### config.mk
export PLATFORM = sky130hd
export DESIGN_NAME = conforming_pz
export DESIGN_NICKNAME = d
export VERILOG_FILES = /design/src/rtl/conforming_pz.sv
export SDC_FILE = /design/constraint.sdc
export NUM_CORES = 2
export LEC_CHECK = 0
export BUFFER_PORTS_ARGS = -buffer_cell sky130_fd_sc_hd__buf_2
export CORE_AREA = 2 2 412 496
export DETAILED_ROUTE_END_ITERATION = 8
export DIE_AREA = 0 0 414 498
export PLACE_DENSITY = 0.59
export SLEW_MARGIN = 20
export SYNTH_ARGS = -nofsm -noshare
export SYNTH_HDL_FRONTEND = slang
export SYNTH_SLANG_ARGS = --single-unit
### constraint.sdc
create_clock -name clk -period 8.49 [get_ports clk]
set_input_delay 2.1225 -clock clk [delete_from_list [all_inputs] [get_ports clk]]
set_output_delay 2.1225 -clock clk [all_outputs]
set_load 0.03 [all_outputs]
### src/rtl/conforming_pz.sv
// ----------------------------------------------------------------------------
// conforming_pz
// Trapezoidal pulse shaper with pole-zero correction.
//
// Each accepted sample x(n) goes through:
//   d(n) = x(n) - x(n-K) - x(n-K-G) + x(n-2K-G)
//   p(n) = p(n-1) + d(n)
//   r(n) = p(n) + M*d(n)
//   s(n) = s(n-1) + r(n)
//   y(n) = clamp(s(n) >>> SHIFT)
// The accumulators are ACCW bits wide and wrap. The result of a sample
// accepted at rising edge t is presented at edge t+3.
//
// Ports
//   clk       : sole clock, rising edge
//   clr       : asynchronous reset, active-low
//   x         : signed input sample (W bits)
//   x_valid   : x carries a sample this cycle
//   oe        : output enable, 0 forces y to 0 (shaper keeps running)
//   cfg_load  : one-cycle pulse that latches k, g, m
//   k         : rise/fall length in samples
//   g         : flat-top length in samples
//   m         : unsigned pole-zero coefficient
//   y         : shaped output (W bits, signed)
//   y_valid   : y updated this cycle (one pulse per sample)
//   sat       : sticky, y has been clamped since last clr/cfg_load
//   cfg_err   : the last cfg_load was rejected
//   run       : shaper is in the RUN state
// ----------------------------------------------------------------------------
module conforming_pz #(
    parameter int W     = 14,
    parameter int MAXD  = 64,
    parameter int SHIFT = 2,
    parameter int ACCW  = 40
) (
    input  logic                clk,
    input  logic                clr,
    input  logic signed [W-1:0] x,
    input  logic                x_valid,
    input  logic                oe,
    input  logic                cfg_load,
    input  logic [5:0]          k,
    input  logic [5:0]          g,
    input  logic [15:0]         m,
    output logic signed [W-1:0] y,
    output logic                y_valid,
    output logic                sat,
    output logic                cfg_err,
    output logic                run
);

    localparam int AW = (MAXD > 1) ? $clog2(MAXD) : 1;
    // d(n) sums four W-bit terms with alternating sign; W+2 bits hold it.
    localparam int DW = W + 2;
    localparam int PW = DW + 17;

    localparam logic signed [ACCW-1:0] Y_MAX = {{(ACCW-W+1){1'b0}}, {(W-1){1'b1}}};
    localparam logic signed [ACCW-1:0] Y_MIN = {{(ACCW-W+1){1'b1}}, {(W-1){1'b0}}};

    typedef enum logic [1:0] {
        ST_IDLE = 2'd0,
        ST_FILL = 2'd1,
        ST_RUN  = 2'd2
    } state_t;

    state_t state_q, state_d;

    logic [5:0]  k_q;
    logic [5:0]  g_q;
    logic [15:0] m_q;
    logic [8:0]  len_q;
    logic [8:0]  fill_cnt_q;
    logic [AW-1:0] wptr_q;
    logic signed [W-1:0] dly_q [MAXD];

    logic [8:0] cfg_len;
    logic       cfg_ok;
    logic       accept;

    logic signed [W-1:0]  x_k, x_kg, x_2kg;
    logic signed [DW-1:0] d_comb;

    logic signed [DW-1:0]   d_p0;
    logic                   vld_p0;
    logic signed [DW-1:0]   d_p1;
    logic signed [ACCW-1:0] p_p1;
    logic                   vld_p1;
    logic signed [ACCW-1:0] s_p2;
    logic                   vld_p2;

    logic signed [PW-1:0]   prod_p1;
    logic signed [ACCW-1:0] r_p1;
    logic [W:0]             ysat_p2;

    // Circular-buffer index of x(n-j) given the next write position.
    // j is always in 1..MAXD for an accepted configuration.
    function automatic logic [AW-1:0] tap_idx(input logic [AW-1:0] wp,
                                              input logic [8:0]    j);
        int unsigned t;
        t = 32'(wp) + 32'(MAXD) - 32'(j);
        if (t >= 32'(MAXD)) begin
            t = t - 32'(MAXD);
        end
        return AW'(t);
    endfunction

    // Scale the shaper accumulator and clamp to the output range.
    // Bit W of the result flags that a clamp took place.
    function automatic logic [W:0] clamp_y(input logic signed [ACCW-1:0] s);
        logic signed [ACCW-1:0] sh;
        sh = s >>> SHIFT;
        if (sh > Y_MAX) begin
            return {1'b1, Y_MAX[W-1:0]};
        end else if (sh < Y_MIN) begin
            return {1'b1, Y_MIN[W-1:0]};
        end
        return {1'b0, sh[W-1:0]};
    endfunction

    function automatic logic signed [DW-1:0] sext_x(input logic signed [W-1:0] v);
        return {{(DW-W){v[W-1]}}, v};
    endfunction

    assign cfg_len = {2'b00, k, 1'b0} + {3'b000, g};
    assign cfg_ok  = (k != 6'd0) && (32'(cfg_len) <= 32'(MAXD));
    // A sample that coincides with cfg_load is discarded.
    assign accept  = x_valid && !cfg_load && (state_q != ST_IDLE);
    assign run     = (state_q == ST_RUN);

    assign x_k   = dly_q[tap_idx(wptr_q, {3'b000, k_q})];
    assign x_kg  = dly_q[tap_idx(wptr_q, {3'b000, k_q} + {3'b000, g_q})];
    assign x_2kg = dly_q[tap_idx(wptr_q, len_q)];

    assign d_comb = sext_x(x) - sext_x(x_k) - sext_x(x_kg) + sext_x(x_2kg);

    // m is unsigned: a zero MSB keeps it positive in the signed product.
    assign prod_p1 = $signed({1'b0, m_q}) * d_p1;
    assign r_p1    = p_p1 + {{(ACCW-PW){prod_p1[PW-1]}}, prod_p1};
    assign ysat_p2 = clamp_y(s_p2);

    // ---------------- control FSM ----------------
    always_comb begin
        state_d = state_q;
        if (cfg_load) begin
            state_d = cfg_ok ? ST_FILL : ST_IDLE;
        end else if ((state_q == ST_FILL) && accept &&
                     ((fill_cnt_q + 9'd1) == len_q)) begin
            state_d = ST_RUN;
        end
    end

    // ---------------- stage p0: difference d(n) ----------------
    always_ff @(posedge clk) begin
        if (accept) begin
            d_p0 <= d_comb;
        end
    end

    // ---------------- stage p1: forward d(n) to the multiplier ----------------
    always_ff @(posedge clk) begin
        if (vld_p0) begin
            d_p1 <= d_p0;
        end
    end

    always_ff @(posedge clk or negedge clr) begin
        if (!clr) begin
            state_q    <= ST_IDLE;
            k_q        <= '0;
            g_q        <= '0;
            m_q        <= '0;
            len_q      <= '0;
            fill_cnt_q <= '0;
            wptr_q     <= '0;
            cfg_err    <= 1'b0;
            for (int i = 0; i < MAXD; i++) begin
                dly_q[i] <= '0;
            end
            vld_p0     <= 1'b0;
            vld_p1     <= 1'b0;
            vld_p2     <= 1'b0;
            p_p1       <= '0;
            s_p2       <= '0;
            y          <= '0;
            y_valid    <= 1'b0;
            sat        <= 1'b0;
        end else begin
            state_q <= state_d;
            // cfg_load drops every in-flight result.
            vld_p0  <= accept;
            vld_p1  <= vld_p0 && !cfg_load;
            vld_p2  <= vld_p1 && !cfg_load;
            y_valid <= vld_p2 && !cfg_load;

            if (cfg_load) begin
                cfg_err <= !cfg_ok;
                if (cfg_ok) begin
                    k_q   <= k;
                    g_q   <= g;
                    m_q   <= m;
                    len_q <= cfg_len;
                end
                fill_cnt_q <= '0;
                wptr_q     <= '0;
                for (int i = 0; i < MAXD; i++) begin
                    dly_q[i] <= '0;
                end
                p_p1 <= '0;
                s_p2 <= '0;
                y    <= '0;
                sat  <= 1'b0;
            end else begin
                // ---------------- stage p0: history write ----------------
                if (accept) begin
                    dly_q[wptr_q] <= x;
                    wptr_q <= (wptr_q == AW'(MAXD - 1)) ? '0 : wptr_q + 1'b1;
                    if (state_q == ST_FILL) begin
                        fill_cnt_q <= fill_cnt_q + 9'd1;
                    end
                end
                // ---------------- stage p1: p(n) = p(n-1) + d(n) ----------------
                if (vld_p0) begin
                    p_p1 <= p_p1 + {{(ACCW-DW){d_p0[DW-1]}}, d_p0};
                end
                // ---------------- stage p2: s(n) = s(n-1) + p(n) + M*d(n) ----------------
                if (vld_p1) begin
                    s_p2 <= s_p2 + r_p1;
                end
                // ---------------- output stage: scale, clamp, enable ----------------
                if (vld_p2) begin
                    y <= oe ? $signed(ysat_p2[W-1:0]) : '0;
                    if (ysat_p2[W]) begin
                        sat <= 1'b1;
                    end
                end
            end
        end
    end

endmodule

# After elaboration in Yosys (flattened, before gate mapping)
# Cells that the tools add are included.
[classes]
eq_ne = 4
magnitude_cmp = 11
n_addsub = 17
multipliers = 1
mux = 41
bitwise = 4
n_reduce_logical = 23
[op_table]
columns = ["op", "n"]
rows = [
  ["$mux 896", 2],
  ["$bwmux 896", 1],
  ["$bmux 14 s6", 3],
  ["$mux 40", 4],
  ["$mux 14", 10],
  ["$add 40x40->40", 3],
  ["$ge 32x7->1 const B", 3],
  ["$demux 14 s6", 1],
  ["$mux 15", 3],
  ["$gt 38x14->1 const B", 1],
  ["$lt 38x14->1 const B", 1],
  ["$mux 6", 6],
  ["$mul 17x16->33", 1],
  ["$ge 7x7->1 const B", 4],
  ["$not 6->7", 4],
  ["$mux 9", 3],
  ["$sub 6x1->6 const B", 3],
  ["$add 16x14->16", 1],
  ["$reduce_bool 2->1", 8],
  ["$sub 15x14->16", 1],
  ["$sub 14x14->15", 1],
  ["$sub 8x9->10", 1],
  ["$add 9x1->9 const B", 1],
  ["$eq 9x9->1", 1],
  ["17 further kinds", 34],
]
[totals]
ff_bits = 1082
word_cells = 183
inputBits = 47

# Depth between registers and ports, before layout
[depth]
word_depth = 11
depth_mapped = 38
depth_no_buf = 35

# Worst setup path before layout
# No wires, ideal clock.
[synth_path]
kind = "flip-flop to flip-flop"
startpoint = "register d_p1[1]"
endpoint = "register s_p2[37]"
path_stages_with_launch = 35
setup_time_ns = 0.137
path_slack_ns = 0.080
arrival_ns = 8.274
t_required_ns = 8.353
path_cell_list = "edfxtp_1 -> clkbuf_1 -> nand2_1 -> fa_1 -> fa_1 -> fa_1 -> inv_1 -> fa_1 -> fa_1 -> inv_1 -> fa_1 -> inv_1 -> ha_1 -> clkbuf_1 -> a21o_1 -> a21o_1 -> a21oi_1 -> a21boi_0 -> o21ai_0 -> a21boi_0 -> o31ai_1 -> or4b_1 -> o311ai_0 -> fa_1 -> ha_1 -> a21o_1 -> a21o_1 -> a21oi_1 -> o21ai_0 -> nor3_1 -> o21bai_1 -> a21oi_1 -> o41a_1 -> mux2i_1 -> o21ai_0"
[synth_via]
elab_chain_cells = 5
[synth_lines]
columns = ["item", "line", "rtl"]
rows = [
  ["start: declaration", "85", "logic signed [DW-1:0] d_p1;"],
  ["start signal: assignment", "162", "d_p1 <= d_p0;"],
  ["$mul 17x16->33", "137", "assign prod_p1 = $signed({1'b0, m_q}) * d_p1;"],
  ["$add 40x40->40", "138", "assign r_p1 = p_p1 + {{(ACCW-PW){prod_p1[PW-1]}}, prod_p1};"],
  ["$add 40x40->40", "227", "s_p2 <= s_p2 + r_p1;"],
  ["$mux 40", "226", "if (vld_p1) begin"],
  ["$mux 40", "195", "if (cfg_load) begin"],
  ["end signal: assignment", "227", ""],
  ["end: declaration", "88", "logic signed [ACCW-1:0] s_p2;"],
]
# No other way between the ends. The select of a mux whose other input is x is not followed.
# A chain may end at the register's enable or synchronous reset.

# Final worst setup path
[layout_path]
startpoint = "register d_p1[4]"
endpoint = "register s_p2[39]"
# Same word-level chain as after synthesis.

==> metrics.md <==
| Metric | Value |
|---|---|
| Remaining antenna violation count | 0 |
| Worst skew pair latency | 0.83 ns |
| Crit path required time | 9.24 ns |
| Slew @ Worst Pin | 1.302 ns |
| Synthesized instance count | 7987 |
| Final WL | 305300 um |
| Die X | 414 um |
| Period utilization | 99.98% |
| Drt drc | 0 |
| Most frequent cells in the layout | nand2_1 (2138), dfrtp_1 (1042), a21oi_1 (1029) |
| Worst min path class | register to register |
| Initial antenna violation count | 25 |
| Synth Warn # | 0 |
| RePlAce Congestion | 0.9826 |
| # port buffers | 64 |
| Yosys reg bits | 1080 |
| Clk pin slew, worst setup/hold paths | 0.06 ns |
| CTS HTree Levels | 4 |
| GR Overflow Total | 0 |
| Drt first pass iters | 7 |
| CP startpoint kind | register |
| Layout net count | 8541 |
| First-pass GRT wire length | 450100 um |
| Critical path class | register to register |
| # rows | 181 |
| Final Slew Violations | 0 |
| Share of cells above drive strength 1 | 21.72% |
| Rel. slew slack | 12.95% |
| CP arrival | 9.24 ns |
| Root Driver | clkbuf_16 |
| Number of global-route vias before repair | 66060 |
| Via Count | 66580 |
| Final setup viols | 0 |
| Share of the yosys chip area belonging to registers | 33.90% |
| RSZ-0062 raised after global routing | yes |
| Layout Utilization | 45.03% |
| Die area | 206200 sq um |
| CTS Buf Count | 130 |
| Routed wire per std cell | 28.41 um |
| Ys async rst share | 97.04% |
| Setup Skew | 0.03380 ns |
| CP endpoint kind | register |
| Filler cells | 18660 |
| Clock Sinks | 1080 |
| Outcome | completed |
| DIE HEIGHT | 498 um |
| Post-synth EDFFs | 32 |
| Main synth FF type | dfrtp_1 |
| Initial core utilization | 39.79% |
| Mapped cell area | 80200 sq um |
| Area growth syn-to-layout | 13.18% |
| Most common cell after layout, fill and taps aside | nand2_1 |
| Largest net degree at the start of global routing | 214 |
| Max Cap Viol | 0 |
| Via-to-Cell Ratio | 6.194 |
| Final Hold Viols | 0 |
| HPWL Detailed | 207700 um |
| Maximum clock rate | 0.1178 GHz |
| Max clock buf depth | 3 |
| Synth unique cells | 86 |
| 1st-iter DRT viols | 8208 |
| Tmin final | 8.488 ns |
| Gr usage total | 29.25% |
| Mapped Avg Cell Area | 10.04 sq um |
| CTS Hold Bufs | 0 |
| CTS tree | done |
| Worst path most repeated cell | fa_1 |
| Io pins | 65 |
| Critical-path maximum fanout | 4 |
| Syn nets | 8545 |
| Max incr delay on CP | 0.54 ns |
| Slowest-stage cell, CP | fa_2 |
| Core Area | 201600 sq um |
sequential cells by signal (all words and copies together) (netlist names):
signal / flops
wptr_q: 6
k_q: 6
state_q: 2
len_q: 7
fill_cnt_q: 9
dly_q: 896
cfg_err: 1
s_p2: 40
vld_p0: 1
d_p1: 16
y_valid: 1
vld_p1: 1
g_q: 6
m_q: 16
p_p1: 40
sat: 1
d_p0: 16
y: 14
vld_p2: 1
timing repair:
action                                  CTS  global route
pin swaps                                23            83
cloned                                    0             0
gates resized for setup                  50           111
endpoints found under the setup margin   14            17
setup buffers                             4            30
worst max-delay path, delay by kind of cell, from the launching register on:
family / cells / cell delay, ns
AOI/OAI and AO/OA: 10 / 1.49
xor gates and xnor gates: 1 / 0.16
adders and majority gates: 9 / 3.93
buffers and inverters: 7 / 0.62
DFF: 1 / 0.41
and+or+nand+nor: 9 / 1.81
Yosys cell counts (23+ instances only):
cell,instances,share of area [%]
nand2_1,2139,10
a21oi_1,1050,6.6
dfrtp_1,1048,33
mux4_2,799,22
clkbuf_1,506,2.4
inv_1,407,1.9
fa_1,272,6.8
nor2_1,246,1.2
ha_1,239,3.7
and2_1,147,1.1
mux2i_1,127,1.6
o21ai_0,98,0.61
xnor2_1,98,1.1
buf_1,86,0.40
a211oi_1,76,0.71
a21o_1,75,0.70
nand3_1,47,0.29
buf_2,42,0.26
nor3_1,38,0.24
xor2_1,36,0.39
mux2_2,34,0.48
edfxtp_1,32,1.2
nor2b_1,32,0.25
nand2b_1,26,0.20
nand4_1,26,0.20
a31oi_1,23,0.18
path summary, 6_finish.rpt:
path,from,end,slack [ns],cells past startpoint
max,d_p1[4],s_p2[39],0.002,36
min in group asynchronous,clr,dly_q[39],1.32,1
min reg2reg,y[13],y[13],0.47,2
min,y[13],y[13],0.47,2
max in group asynchronous,clr,dly_q[534],5.45,3
max reg2reg,d_p1[4],s_p2[39],0.002,36
kinds of logic (layout without fill, tap and decap cells):
family	Yosys count	after routing	share of synthesized area, %
AND/OR/NAND/NOR	2776	2776	14.16
AO/OA/AOI/OAI	1477	1477	10.42
flip-flops	1080	1080	33.90
buffers and inverters	1049	1146	5.035
multiplexers	960	960	24.50
adder cells (fa/ha/maj)	511	511	10.52
XOR/XNOR	134	134	1.463
other	0	11	0
layer usage:
metal	up-vias	global-route usage, %	wire (um)
met3	895	7.552	31130
met5	-	0.2554	130
met1	33710	35.93	109400
met2	3943	45.44	140700
met4	12	19.72	23940
li1	28020	-	-
layout make-up:
| class | instances | area (sq um) | share of cell area [%] |
|---|---|---|---|
| sequential | 1080 | 27190 | 29.96 |
| tap | 2653 | 3319 | 3.657 |
| multi-input combinational | 5858 | 49970 | 55.05 |
| clock inverter | 38 | 609.3 | 0.6713 |
| clock buffer | 195 | 3861 | 4.254 |
| inverter | 408 | 1531 | 1.687 |
| timing repair buffer | 505 | 4255 | 4.688 |
| antenna | 11 | 27.53 | 0.03033 |
per-stage QoR:
| stage | cells | setup TNS [ns] | setup slack [ns] | hold WS, ns | cell area, sq um |
|---|---|---|---|---|---|
| after floorplan | 7987 | 0 | 0.07991 | 0.4334 | 80200 |
| after global placement | 10470 | -3.326 | -0.5413 | 0.4512 | 85300 |
| after detailed placement | 10470 | -3.271 | -0.4716 | 0.4566 | 85320 |
| after CTS | 10710 | -0.007374 | -0.007374 | 0.4702 | 90020 |
| after global routing | 10740 | -1.925 | -0.3934 | 0.4962 | 90750 |
| final | 10750 | 0 | 0.001505 | 0.4667 | 90760 |
Power is left out: the tool's default activity adds up to more than one toggle a clock period on the data nets, which glitch-free logic cannot reach.
